$ cat src/rtl/vp_issue_pkg.sv
// Shared types for the issue sequencer: instruction layout, decode result, scoreboard entry.
package vp_issue_pkg;

  localparam int unsigned INSTN_W  = 32;
  localparam int unsigned OPCODE_W = 6;
  localparam int unsigned REG_AW   = 5;
  localparam int unsigned CNT_W    = 16;

  localparam logic [OPCODE_W-1:0] OP_RTYPE  = 6'h00;
  localparam logic [INSTN_W-1:0]  NOP_INSTN = 32'h0;

  typedef logic [REG_AW-1:0] reg_addr_t;

  // Field positions: opcode[31:26], rs[25:21], rt[20:16], rd[15:11], shamt[10:6], funct[5:0]
  typedef struct packed {
    logic [OPCODE_W-1:0] opcode;
    reg_addr_t           rs;
    reg_addr_t           rt;
    reg_addr_t           rd;
    logic [4:0]          shamt;
    logic [5:0]          funct;
  } instn_t;

  typedef struct packed {
    logic      src0_v;
    reg_addr_t src0;
    logic      src1_v;
    reg_addr_t src1;
    logic      dst_v;
    reg_addr_t dst;
  } dec_t;

  typedef struct packed {
    logic      v;
    reg_addr_t addr;
  } sb_entry_t;

  // R-type reads rs/rt and writes rd; everything else reads rs and writes rt. r0 never counts.
  function automatic dec_t decode(input logic [OPCODE_W-1:0] op, input reg_addr_t rs,
                                  input reg_addr_t rt, input reg_addr_t rd);
    dec_t d;
    logic rtype;
    rtype    = (op == OP_RTYPE);
    d.src0   = rs;
    d.src0_v = (rs != '0);
    d.src1   = rt;
    d.src1_v = rtype && (rt != '0);
    d.dst    = rtype ? rd : rt;
    d.dst_v  = (d.dst != '0);
    return d;
  endfunction

endpackage

$ cat src/rtl/vp_issue_ctrl_if.sv
// Upstream instruction handshake, overflow control and pipeline-facing outputs of vp_issue_ctrl.
interface vp_issue_ctrl_if;
  import vp_issue_pkg::*;

  logic             in_valid;
  instn_t           in_instn;
  logic             in_ready;
  logic             alu_overflow;
  logic             ovf_clear;
  instn_t           instn;
  logic             issue_valid;
  logic             halted;
  logic [CNT_W-1:0] issue_cnt;
  logic [CNT_W-1:0] stall_cnt;

  modport master (
    output in_valid, in_instn, alu_overflow, ovf_clear,
    input  in_ready, instn, issue_valid, halted, issue_cnt, stall_cnt
  );

  modport slave (
    input  in_valid, in_instn, alu_overflow, ovf_clear,
    output in_ready, instn, issue_valid, halted, issue_cnt, stall_cnt
  );
endinterface

$ cat src/rtl/vp_issue_fifo.sv
// Instruction FIFO, DEPTH x WIDTH; push is refused when full even if a pop happens that cycle.
module vp_issue_fifo #(
  parameter int unsigned DEPTH = 4,
  parameter int unsigned WIDTH = 32
) (
  input  logic             clk,
  input  logic             rst_n,
  input  logic             i_push,
  input  logic [WIDTH-1:0] i_data,
  input  logic             i_pop,
  output logic             o_full_c,
  output logic             o_empty_c,
  output logic [WIDTH-1:0] o_head_c
);

  localparam int unsigned PTR_W = (DEPTH > 1) ? $clog2(DEPTH) : 1;
  localparam int unsigned OCC_W = PTR_W + 1;

  logic [WIDTH-1:0] r_mem [DEPTH];
  logic [PTR_W-1:0] r_wr_ptr;
  logic [PTR_W-1:0] r_rd_ptr;
  logic [OCC_W-1:0] r_count;
  logic             w_push_ok;
  logic             w_pop_ok;

  assign o_full_c  = (r_count == OCC_W'(DEPTH));
  assign o_empty_c = (r_count == '0);
  assign o_head_c  = r_mem[r_rd_ptr];
  assign w_push_ok = i_push & ~o_full_c;
  assign w_pop_ok  = i_pop & ~o_empty_c;

  // Storage carries no reset: occupancy alone decides what is valid.
  always_ff @(posedge clk) begin
    if (w_push_ok) r_mem[r_wr_ptr] <= i_data;
  end

  always_ff @(posedge clk or negedge rst_n) begin
    if (!rst_n) begin
      r_wr_ptr <= '0;
      r_rd_ptr <= '0;
      r_count  <= '0;
    end else begin
      if (w_push_ok) r_wr_ptr <= r_wr_ptr + PTR_W'(1);
      if (w_pop_ok)  r_rd_ptr <= r_rd_ptr + PTR_W'(1);
      case ({w_push_ok, w_pop_ok})
        2'b10:   r_count <= r_count + OCC_W'(1);
        2'b01:   r_count <= r_count - OCC_W'(1);
        default: r_count <= r_count;
      endcase
    end
  end

endmodule

$ cat src/rtl/vp_issue_ctrl.sv
// Issue sequencer: FIFO-buffered instructions, RAW scoreboard with NOP bubbles, issue/stall counters.
// Optional overflow halt enabled by defining VP_OVF_HALT_EN.
module vp_issue_ctrl
  import vp_issue_pkg::*;
#(
  parameter int unsigned DEPTH  = 4,
  parameter int unsigned WB_LAT = 2
) (
  input logic           clk,
  input logic           rst_n,
  vp_issue_ctrl_if.slave bus
);

  // A result issued at edge t is readable at edge t+WB_LAT, so it blocks dependants for WB_LAT-1 cycles.
  localparam int unsigned SB_DEPTH = (WB_LAT > 1) ? WB_LAT - 1 : 1;

  logic               w_full;
  logic               w_empty;
  logic               w_push;
  logic               w_issue;
  logic               w_hazard;
  logic               w_halted;
  logic [INSTN_W-1:0] w_fifo_head;
  instn_t             w_head;
  dec_t               w_dec;
  sb_entry_t          w_sb_in;

  sb_entry_t          r_sb [SB_DEPTH];
  instn_t             r_instn;
  logic               r_issue_valid;
  logic [CNT_W-1:0]   r_issue_cnt;
  logic [CNT_W-1:0]   r_stall_cnt;

  assign w_push = bus.in_valid & ~w_full;

  vp_issue_fifo #(
    .DEPTH (DEPTH),
    .WIDTH (INSTN_W)
  ) u_fifo (
    .clk       (clk),
    .rst_n     (rst_n),
    .i_push    (w_push),
    .i_data    (bus.in_instn),
    .i_pop     (w_issue),
    .o_full_c  (w_full),
    .o_empty_c (w_empty),
    .o_head_c  (w_fifo_head)
  );

  assign w_head = instn_t'(w_fifo_head);
  assign w_dec  = decode(w_head.opcode, w_head.rs, w_head.rt, w_head.rd);

  // RAW check of the head's sources against every in-flight destination
  always_comb begin
    w_hazard = 1'b0;
    for (int unsigned i = 0; i < SB_DEPTH; i++) begin
      if ((WB_LAT > 1) && r_sb[i].v &&
          ((w_dec.src0_v && (r_sb[i].addr == w_dec.src0)) ||
           (w_dec.src1_v && (r_sb[i].addr == w_dec.src1)))) begin
        w_hazard = 1'b1;
      end
    end
  end

  assign w_issue = ~w_empty & ~w_hazard & ~w_halted;

  always_comb begin
    w_sb_in = '0;
    if (w_issue) begin
      w_sb_in.v    = w_dec.dst_v;
      w_sb_in.addr = w_dec.dst;
    end
  end

  always_ff @(posedge clk or negedge rst_n) begin
    if (!rst_n) begin
      for (int unsigned i = 0; i < SB_DEPTH; i++) r_sb[i] <= '0;
    end else begin
      r_sb[0] <= w_sb_in;
      for (int unsigned i = 1; i < SB_DEPTH; i++) r_sb[i] <= r_sb[i-1];
    end
  end

  // Pipeline-facing instruction register and counters
  always_ff @(posedge clk or negedge rst_n) begin
    if (!rst_n) begin
      r_instn       <= instn_t'(NOP_INSTN);
      r_issue_valid <= 1'b0;
      r_issue_cnt   <= '0;
      r_stall_cnt   <= '0;
    end else if (w_issue) begin
      r_instn       <= w_head;
      r_issue_valid <= 1'b1;
      r_issue_cnt   <= r_issue_cnt + CNT_W'(1);
    end else begin
      r_instn       <= instn_t'(NOP_INSTN);
      r_issue_valid <= 1'b0;
      if (!w_empty && w_hazard && !w_halted) r_stall_cnt <= r_stall_cnt + CNT_W'(1);
    end
  end

`ifdef VP_OVF_HALT_EN
  logic r_halted;

  // Clear has priority over a coincident overflow
  always_ff @(posedge clk or negedge rst_n) begin
    if (!rst_n)                r_halted <= 1'b0;
    else if (bus.ovf_clear)    r_halted <= 1'b0;
    else if (bus.alu_overflow) r_halted <= 1'b1;
  end

  assign w_halted = r_halted;
`else
  logic w_unused_ovf;

  assign w_unused_ovf = bus.alu_overflow ^ bus.ovf_clear;
  assign w_halted     = 1'b0;
`endif

  assign bus.in_ready    = ~w_full;
  assign bus.instn       = r_instn;
  assign bus.issue_valid = r_issue_valid;
  assign bus.halted      = w_halted;
  assign bus.issue_cnt   = r_issue_cnt;
  assign bus.stall_cnt   = r_stall_cnt;

endmodule

$ cat src/flat_wrapper.sv
// flat-port wrapper written by rule: the top's interface ports become plain ports
module vp_issue_ctrl_flat import vp_issue_pkg::*;
#(
  parameter int unsigned DEPTH  = 4,
  parameter int unsigned WB_LAT = 2
)
  (clk, rst_n, bus_in_valid, bus_in_instn, bus_alu_overflow, bus_ovf_clear, bus_in_ready, bus_instn, bus_issue_valid, bus_halted, bus_issue_cnt, bus_stall_cnt);
  vp_issue_ctrl_if bus_i ();
  input logic clk;
  input logic rst_n;
  input wire logic [$bits(bus_i.in_valid)-1:0] bus_in_valid;
  input wire logic [$bits(bus_i.in_instn)-1:0] bus_in_instn;
  input wire logic [$bits(bus_i.alu_overflow)-1:0] bus_alu_overflow;
  input wire logic [$bits(bus_i.ovf_clear)-1:0] bus_ovf_clear;
  output wire logic [$bits(bus_i.in_ready)-1:0] bus_in_ready;
  output wire logic [$bits(bus_i.instn)-1:0] bus_instn;
  output wire logic [$bits(bus_i.issue_valid)-1:0] bus_issue_valid;
  output wire logic [$bits(bus_i.halted)-1:0] bus_halted;
  output wire logic [$bits(bus_i.issue_cnt)-1:0] bus_issue_cnt;
  output wire logic [$bits(bus_i.stall_cnt)-1:0] bus_stall_cnt;
  assign bus_i.in_valid = bus_in_valid;
  assign bus_i.in_instn = bus_in_instn;
  assign bus_i.alu_overflow = bus_alu_overflow;
  assign bus_i.ovf_clear = bus_ovf_clear;
  assign bus_in_ready = bus_i.in_ready;
  assign bus_instn = bus_i.instn;
  assign bus_issue_valid = bus_i.issue_valid;
  assign bus_halted = bus_i.halted;
  assign bus_issue_cnt = bus_i.issue_cnt;
  assign bus_stall_cnt = bus_i.stall_cnt;
  vp_issue_ctrl #(.DEPTH(DEPTH), .WB_LAT(WB_LAT)) u_core (.clk(clk), .rst_n(rst_n), .bus(bus_i));
endmodule
$ cat config.mk
export PLATFORM = sky130hd
export DESIGN_NAME = vp_issue_ctrl_flat
export DESIGN_NICKNAME = d
export VERILOG_FILES = /design/src/rtl/vp_issue_pkg.sv /design/src/rtl/vp_issue_ctrl_if.sv /design/src/rtl/vp_issue_fifo.sv /design/src/rtl/vp_issue_ctrl.sv /design/src/flat_wrapper.sv
export SDC_FILE = /design/constraint.sdc
export NUM_CORES = 1
export LEC_CHECK = 0
export BUFFER_PORTS_ARGS = -buffer_cell sky130_fd_sc_hd__buf_2
export CAP_MARGIN = 20
export CELL_PAD_IN_SITES_DETAIL_PLACEMENT = 1
export CELL_PAD_IN_SITES_GLOBAL_PLACEMENT = 2
export CORE_MARGIN = 2
export CORE_UTILIZATION = 45
export DETAILED_ROUTE_END_ITERATION = 10
export GPL_ROUTABILITY_DRIVEN = 0
export HOLD_SLACK_MARGIN = 0.05
export PLACE_DENSITY = 0.89
export SLEW_MARGIN = 15
export SYNTH_ARGS = -nofsm -noshare
export SYNTH_HDL_FRONTEND = slang
export SYNTH_SLANG_ARGS = --single-unit
$ cat constraint.sdc
create_clock -name clk -period 5.52 [get_ports clk]
set_input_delay 1.104 -clock clk [delete_from_list [all_inputs] [get_ports clk]]
set_output_delay 1.104 -clock clk [all_outputs]
set_load 0.02 [all_outputs]
Word-level counts from Yosys, hierarchy flattened

Memories as Yosys holds them, arrays and structs flattened.
Index checks and enable logic that the tools add are counted.

Register bits: 78
Bits in latches: 0
RAM bits: 128
Memory bits (read-only): 0
Input port bits: 37
Output and inout port bits: 67
Word-level logic and storage cells: 56
Memories: 1

Add/sub/neg operators: 6
Multiply operators: 0
Div/mod/pow operators: 0
Order comparisons: 0
Eq/ne operators: 5
Shift operators: 0
Muxes and demuxes: 8
Bitwise logic cells: 8
Reduce and logical (&&, ||, !) cells: 14

Memory list:

| name                | words | bits a word | rd ports | clocked after Yosys merged registers in | write ports | line                | text |
|---|---|---|---|---|---|---|---|
| u_core.u_fifo.r_mem | 4     | 32          | 1        | 0                                       | 1           | vp_issue_fifo.sv:19 | `logic [WIDTH-1:0] r_mem [DEPTH];` |

Operators by type and width:

| operator                                             | count |
|---|---|
| adder 16 x 1 -> 16 bit (second input constant)       | 2 |
| two-way mux 32 bit                                   | 1 |
| nonzero test 5 bit                                   | 3 |
| equality test 5 bit                                  | 2 |
| logical NOT 6 bit                                    | 1 |
| two-way mux 6 bit                                    | 1 |
| case mux 3 bit (2 select lines)                      | 1 |
| logical AND 1 bit                                    | 5 |
| two-way mux 5 bit                                    | 1 |
| adder 2 x 1 -> 2 bit (second input constant)         | 2 |
| bitwise AND 1 bit                                    | 4 |
| two-way mux 1 bit                                    | 4 |
| inverter 1 bit                                       | 4 |
| adder 3 x 1 -> 3 bit (second input constant)         | 1 |
| equality test 3 bit (second input constant)          | 1 |
| logical NOT 3 bit                                    | 1 |
| subtractor 3 x 1 -> 3 bit (second input constant)    | 1 |
| equality test 2 x 1 -> 1 bit (second input constant) | 1 |
| equality test 2 bit (second input constant)          | 1 |
| AND reduction 2 bit                                  | 1 |
| nonzero test 2 bit                                   | 1 |
| logical NOT 1 bit                                    | 1 |
| logical OR 1 bit                                     | 1 |

Logic depth before layout (Yosys ltp)

Gate-level depths: netlist (run 1).
An unclocked memory read counts as a cell.

Word-level depth: 12
Gate-level depth with buffers: 14
Gate-level depth less buffers: 11

Hierarchy

Synthesis (run 1) repeated with hierarchy kept, for this count alone.

Cells, all modules: 452
Area, all modules: 8,062.7 um^2

By module, submodules not included:

| module        | times used | cells each | area an instance (um^2) | sequential area each (um^2) |
|---|---|---|---|---|
| vp_issue_fifo | 1          | 205        | 5,091.1                 | 4,018.9 |
| vp_issue_ctrl | 1          | 247        | 2,971.6                 | 1,776.7 |

Worst setup path before layout (run 1)

Ideal clock, no wire load.

Path kind: flip-flop to flip-flop
Start point: register u_core.u_fifo.r_rd_ptr[0]
End point: register u_core.u_fifo.r_count[2]
Library setup time: 0.125 ns
Arrival: 3.280 ns
Data required time: 5.395 ns
Path slack: 2.115 ns
Stages on the path, launching flop included: 15
Buffers on the path: 3
Period minus slack after synthesis: 3.405 ns
Cells stage by stage: dfrtp_1 buf_6 buf_6 mux4_2 nor4_2 nand2_2 a2111o_1 nand3_2 inv_2 clkbuf_1 ha_1 fa_1 xnor2_1 nor2_1 xor2_1

Longest elaborated chain between the ends: 12
Elaborated cells between the ends (all ways): 19
Classes of those cells: eq/ne (4); mux (2); bitwise (3); reduce/logical (9); memory (1)

RTL lines:

| item                                                                  | line                                   | text |
|---|---|---|
| start, declared                                                       | vp_issue_fifo.sv:21                    | `logic [PTR_W-1:0] r_rd_ptr;` |
| start signal, assigned                                                | vp_issue_fifo.sv:44                    | `if (w_pop_ok) r_rd_ptr <= r_rd_ptr + PTR_W'(1);` |
| memory read (4 x 32 bit) (*)                                          | --                                     |  |
| logical NOT 6 bit or nonzero test 5 bit (tied branches)               | vp_issue_pkg.sv:43, vp_issue_pkg.sv:47 |  |
| logical AND 1 bit                                                     | vp_issue_pkg.sv:47                     | `d.src1_v = rtype && (rt != '0);` |
| logical AND 1 bit                                                     | vp_issue_ctrl.sv:59                    | `(w_dec.src1_v && (r_sb[i].addr == w_dec.src1)))) begin` |
| logical OR 1 bit (*)                                                  | vp_issue_ctrl.sv:58                    | `((w_dec.src0_v && (r_sb[i].addr == w_dec.src0)) \|\|` |
| logical AND 1 bit (*)                                                 | vp_issue_ctrl.sv:57                    | `if ((WB_LAT > 1) && r_sb[i].v &&` |
| two-way mux 1 bit (*)                                                 | vp_issue_ctrl.sv:57                    |  |
| inverter 1 bit (*)                                                    | vp_issue_ctrl.sv:65                    | `assign w_issue = ~w_empty & ~w_hazard & ~w_halted;` |
| bitwise AND 1 bit (*)                                                 | vp_issue_ctrl.sv:65                    |  |
| bitwise AND 1 bit (*)                                                 | vp_issue_fifo.sv:30                    | `assign w_pop_ok = i_pop & ~o_empty_c;` |
| equality test 2 x 1 -> 1 bit or equality test 2 bit (tied branches)   | vp_issue_fifo.sv:45                    | `case ({w_push_ok, w_pop_ok})` |
| case mux 3 bit (2 select lines) or nonzero test 2 bit (tied branches) | --                                     |  |
| end signal, assigned                                                  | vp_issue_fifo.sv:46                    | `2'b10: r_count <= r_count + OCC_W'(1);` |
| end signal, assigned                                                  | vp_issue_fifo.sv:47                    | `2'b01: r_count <= r_count - OCC_W'(1);` |
| end signal, assigned                                                  | vp_issue_fifo.sv:48                    | `default: r_count <= r_count;` |
| end, declared                                                         | vp_issue_fifo.sv:22                    | `logic [OCC_W-1:0] r_count;` |

Every way passes the cells marked *; elsewhere a longest branch is shown, timed or not.
A chain may end at the register's enable or synchronous reset.

Worst setup path after layout (run 1)

Ends and elaborated chain as after synthesis.

==> flow_summary.json, run 1 <==
{
  "status": "finished, final reports clean",
  "start_util_pct": 46.0,
  "max_stage_delay_ps": 920,
  "drc": 0,
  "grt_overflow": 0,
  "relSlewSlack_pct": 39.6,
  "fin_skew_ps": 13.9,
  "required_ps": 5930,
  "totalNegativeSetupSlack_ps": 0,
  "row_count": 48,
  "synthDistinctLibCells": 39,
  "antenna_found_initial": 2,
  "path_cells": "buf_4 > mux4_2 > nor2_1 > nand2_2 > a2111o_1 > nand3_2 > inv_2 > ha_1 > fa_1 > xnor2_1 > nor2_1 > xor2_1",
  "arrival_ps": 4590,
  "vias": 4205,
  "yosysMostFrequentCell": "edfxtp_1",
  "ctsResizeCount": 0,
  "cp-start-kind": "flop",
  "hold_buffers": 0,
  "holdCritPathClass": "reg -> reg",
  "grt.total_usage_pct": 18.7,
  "area_delta_synth_final_pct": 18.2,
  "core_sq_um": 17200,
  "dr.first_iter.drc_count": 174,
  "nFillCells": 1608,
  "min_period_ps": 4180,
  "critical_path.slowest_cell": "dfrtp_2",
  "cts_root_buffer": "clkbuf_16",
  "cts_buffers": 22,
  "postSynthCellCount": 443,
  "first_global_vias": 4698,
  "synthTopCellsByCount": "edfxtp_1, dfrtp_1, and2_1, xnor2_1, mux4_2",
  "dr.pass1.iters": 4,
  "peakVddDrop_v": 0.000332,
  "worstSetupPathType": "reg -> reg",
  "power_density_nw_per_um2": 570,
  "fmax_mhz": 239,
  "cap_viol_max_count": 0,
  "hold_viol_final": 0,
  "setup_viol": 0,
  "hpwl_um": 10400,
  "wl_met2_um": 8500,
  "cts_sinks": 206,
  "nets": 598,
  "period_share_pct": 75.8,
  "postPlaceCellArea_sq_um": 8650,
  "rsz0062_at_grt": "no",
  "yosysTopAreaCell": "edfxtp_1",
  "end_kind": "flop",
  "synth-seq-area-share_pct": 73.1,
  "clock_path_buffers": 3,
  "rrSetupSlack_ps": 1340,
  "fp.dieH_um": 137,
  "drive_gt1_share_pct": 31.8,
  "wl_met3_um": 880,
  "io_buffers": 100,
  "drt_wl_total_um": 16700,
  "dieArea_sq_um": 18700,
  "grt_max_degree": 79,
  "synth_nets": 488,
  "vias_per_cell": 5.28,
  "antenna_left": 0,
  "clk_latency_ps": 500,
  "ys_ff_latch": 206,
  "clkTransAtPathRegs_ps": 60,
  "r2r_cells": 12,
  "yosys_most_used_dff": "edfxtp_1",
  "syn_avg_cell_area_sq_um": 17.9,
  "routedWlPerCell_um": 20.9,
  "regArea_sq_um": 5800,
  "report.final.slew_viol_count": 0,
  "synth_edf_count": 128,
  "multi_input_area_sq_um": 2020,
  "h-tree-depth": 1,
  "r2r-start": "u_core.u_fifo.r_rd_ptr[0]",
  "crit_fanout": 26,
  "async_flop_share_pct": 37.9,
  "hold_start": "u_core.bus.stall_cnt[15]",
  "die_x_um": 137,
  "yosys.area.top_type_share_pct": 48.5,
  "wl_met1_um": 6970,
  "routed.top_layer": "met4",
  "cts_setup_buffers": 0,
  "netlist_area_sq_um": 7930,
  "worstReg2RegEnd": "u_core.u_fifo.r_count[2]",
  "leakagePower_uw": 0.00374,
  "cts_tree": "built",
  "synth-warning-count": 0,
  "ios": 104,
  "post-route-cell-area_sq_um": 9370,
  "synth_area_leaders": "edfxtp_1, dfrtp_1, mux4_2",
  "startpoint": "u_core.u_fifo.r_rd_ptr[0]",
  "crit_top_cell": "nor2_1",
  "grt_pass1_wl_um": 26500,
  "crit_path_end": "u_core.u_fifo.r_count[2]",
  "tightestPinTransition_ps": 906
}
[cells by family (layout without fill, tap and decap cells)]
kind of cell / after synthesis / count (layout) / share of synthesized area, %
compound gates: 5 / 5 / 0.616
xor+xnor: 45 / 45 / 4.97
other cells: 1 / 3 / 0.0473
buf+inv: 25 / 151 / 1.53
fa+ha+maj: 8 / 8 / 1.36
flops: 206 / 206 / 73.1
simple gates: 114 / 114 / 8.36
mux: 39 / 39 / 10.0
[report_power, final]
| part | leakage [uW] | internal, uW | switching (uW) |
|---|---|---|---|
| Combinational | 0.00124 | 688 | 909 |
| Sequential | 0.00215 | 2070 | 257 |
| Clock | 0.000342 | 852 | 570 |
[cell usage in the layout, fill, tap and decap left out, types with 3 or more instances in the layout]
cell         n
and2_1      36
and3_1       8
and3_2       4
buf_2       99
buf_4        4
clkbuf_1     8
clkbuf_16   23
clkbuf_8     3
clkinv_2     3
dfrtp_1     77
edfxtp_1   128
ha_1         7
inv_1        6
mux2i_1      5
mux4_2      32
nand2_1     12
nand3_1      9
nand4_1     15
nor2_1      11
nor4_1       5
or4_1        3
xnor2_1     33
xor2_1      12
[worst max-delay path: cells and delay by family, from the launching register on]
kind,cells,cell delay [ps]
buffers and inverters,2,430
XOR/XNOR,2,310
multiplexers,1,530
adder cells (fa/ha/maj),2,630
AND/OR/NAND/NOR,4,730
flip-flops,1,920
AO/OA/AOI/OAI,1,500
[metrics by stage]
step	cells	setup WS (ps)	hold slack (ps)	utilization, %	power, uW
finish	796	1340	465	54.4	5350
global route	795	1020	499	54.4	5640
CTS	793	1260	470	54.2	5420
detailed placement	753	1290	461	50.2	3970
global placement	753	1400	453	50.2	3870
floorplan	443	2110	455	-	3440
[cell type report]
cell class,count,area share [%]
clock inverters,6,0.601
well taps,225,3.00
inverters,7,0.280
flip-flops and latches,206,61.8
multi-input cells,212,21.5
repair buffers,104,5.82
clock buffers,34,6.90
diodes,2,0.0534
[flip-flops by register name (all words and copies together) (netlist names), 2 cells and up]
signal,flops
u_core.bus.instn,32
u_core.bus.issue_cnt,16
u_core.bus.stall_cnt,16
u_core.r_sb,6
u_core.u_fifo.r_count,3
u_core.u_fifo.r_mem,128
u_core.u_fifo.r_rd_ptr,2
u_core.u_fifo.r_wr_ptr,2
[worst min-delay path by stage]
| stage | to | depth (start not counted) |
|---|---|---|
| after floorplan | u_core.u_fifo.r_count[2] | 1 |
| after global placement | u_core.bus.issue_cnt[15] | 1 |
| after detailed placement | u_core.bus.stall_cnt[15] | 1 |
| after CTS | u_core.bus.stall_cnt[15] | 1 |
| after global routing | u_core.bus.stall_cnt[15] | 1 |
| final | u_core.bus.stall_cnt[15] | 1 |
[routing by layer]
metal  up-vias  global-route usage [%]
li1       1887                       -
met1      2189                    24.4
met2       101                    32.1
met3        28                    3.74
met4         0                    5.09
met5         -                       0
Note: power is estimated with default switching activity, not from simulation.
==> run 2: changes to the inputs <==
- CORE_UTILIZATION: 45 -> 42
- PLACE_DENSITY: 0.89 -> 0.84
- clock period: 5.52 -> 4.19 ns (I/O delays scaled with it)
==> flow_summary.json, run 2 (synthesis gave the netlist of run 1 again) <==
{
  "status": "finished, final reports clean",
  "required_ps": 4610,
  "leakagePower_uw": 0.00376,
  "hpwl_um": 10400,
  "rrSetupSlack_ps": 630,
  "fp.dieH_um": 141,
  "drc": 0,
  "fmax_mhz": 281,
  "period_share_pct": 84.9,
  "layout_commonest_cell": "edfxtp_1",
  "worstSetupPathType": "reg -> reg",
  "end_kind": "flop",
  "cts_root_buffer": "clkbuf_16",
  "grt_max_degree": 79,
  "power_density_nw_per_um2": 756,
  "holdCritPathClass": "in -> async",
  "start_util_pct": 42.5,
  "cts_buffers": 22,
  "row_count": 50,
  "dr.first_iter.drc_count": 150,
  "grt_pass1_wl_um": 26400,
  "grt.total_usage_pct": 16.9,
  "report.final.slew_viol_count": 0,
  "io_buffers": 100,
  "cts_tree": "built",
  "antenna_left": 0,
  "drive_gt1_share_pct": 32.6,
  "relSlewSlack_pct": 37.1,
  "crit_fanout": 10,
  "dr.pass1.iters": 4,
  "tightestPinTransition_ps": 944,
  "total_power_uw": 7130,
  "clk_latency_ps": 510,
  "grt_overflow": 0,
  "r2r_cells": 12,
  "routedWlPerCell_um": 20.5,
  "dieArea_sq_um": 20000,
  "totalNegativeSetupSlack_ps": 0,
  "r2r-start": "u_core.u_fifo.r_rd_ptr[0]",
  "die_x_um": 141,
  "core_sq_um": 18600,
  "rsz0062_at_grt": "no",
  "hold_buffers": 0,
  "vias": 4200,
  "antenna_found_initial": 2,
  "nets": 602,
  "top_register": "u_core.u_fifo.r_mem",
  "layout_common_cells": "edfxtp_1, buf_2, dfrtp_1",
  "largest_register_ffs": 128,
  "arrival_ps": 3980,
  "cp-start-kind": "flop",
  "h-tree-depth": 1,
  "worstReg2RegEnd": "u_core.u_fifo.r_count[2]",
  "drt_wl_total_um": 16600,
  "cts_setup_buffers": 0,
  "ios": 104,
  "setup_viol": 0,
  "area_delta_synth_final_pct": 19.0,
  "fin_skew_ps": 19.4,
  "hold_viol_final": 0,
  "clkTransAtPathRegs_ps": 60,
  "clock_path_buffers": 3,
  "cts_sinks": 206,
  "ctsResizeCount": 0,
  "peakVddDrop_v": 0.000440,
  "vias_per_cell": 5.20,
  "min_period_ps": 3560,
  "finish.utilization_pct": 50.6,
  "cap_viol_max_count": 0,
  "first_global_vias": 4742
}
-- run 2: how the worst max path moves through the flow --
stage                          endpoint  depth (start not counted)  slack (ps)                       from
2_1_floorplan  u_core.u_fifo.r_count[2]                         14         780  u_core.u_fifo.r_rd_ptr[0]
3_3_place_gp   u_core.u_fifo.r_count[2]                         12         740  u_core.u_fifo.r_rd_ptr[0]
3_5_place_dp   u_core.u_fifo.r_count[2]                         12         630  u_core.u_fifo.r_rd_ptr[0]
4_1_cts        u_core.u_fifo.r_count[2]                         12         580  u_core.u_fifo.r_rd_ptr[0]
5_1_grt        u_core.u_fifo.r_count[1]                         10         420  u_core.u_fifo.r_rd_ptr[1]
6_report       u_core.u_fifo.r_count[2]                         12         630  u_core.u_fifo.r_rd_ptr[0]
-- run 2: metal layers --
metal  global-route usage, %  wire length [um]  up-vias
met4                    3.63               313        2
met5                       0                13        -
met2                    29.4              8350      112
met1                    22.2              7070     2169
li1                        -                 -     1884
met3                    3.61               848       33
-- run 2: final cells by class --
| cell class | count | area, sq um |
|---|---|---|
| antenna | 1 | 2.50 |
| clock buffer | 30 | 611 |
| clock inverter | 10 | 114 |
| fill | 1786 | 9210 |
| inverter | 7 | 26.3 |
| multi-input combinational | 212 | 2020 |
| sequential | 206 | 5800 |
| tap | 234 | 293 |
| timing repair buffer | 108 | 576 |
-- run 2: per-stage QoR --
stage / setup slack [ps] / hold slack (ps) / instances / instance area [sq um]
global route: 422 / 346 / 807 / 9430
CTS: 585 / 466 / 806 / 9410
detailed placement: 635 / 456 / 766 / 8690
finish: 633 / 317 / 808 / 9430
global placement: 738 / 453 / 766 / 8690
floorplan: 785 / 455 / 443 / 7930
-- run 2: report_power, final --
part	switching (uW)	total, uW	internal [uW]
clock	773	1920	1150
combinational	1290	2220	929
sequential	255	2990	2730
-- run 2: worst max-delay path, cell delays in order (launching register included) --
cell and delay [ps]:
dfrtp_2 550, buf_4 290, mux4_2 540, nor2_1 170, nand2_2 200, a2111o_1 500, nand3_2 140, inv_2 50
ha_1 210, fa_1 380, xnor2_1 140, nor2_1 150, xor2_1 150
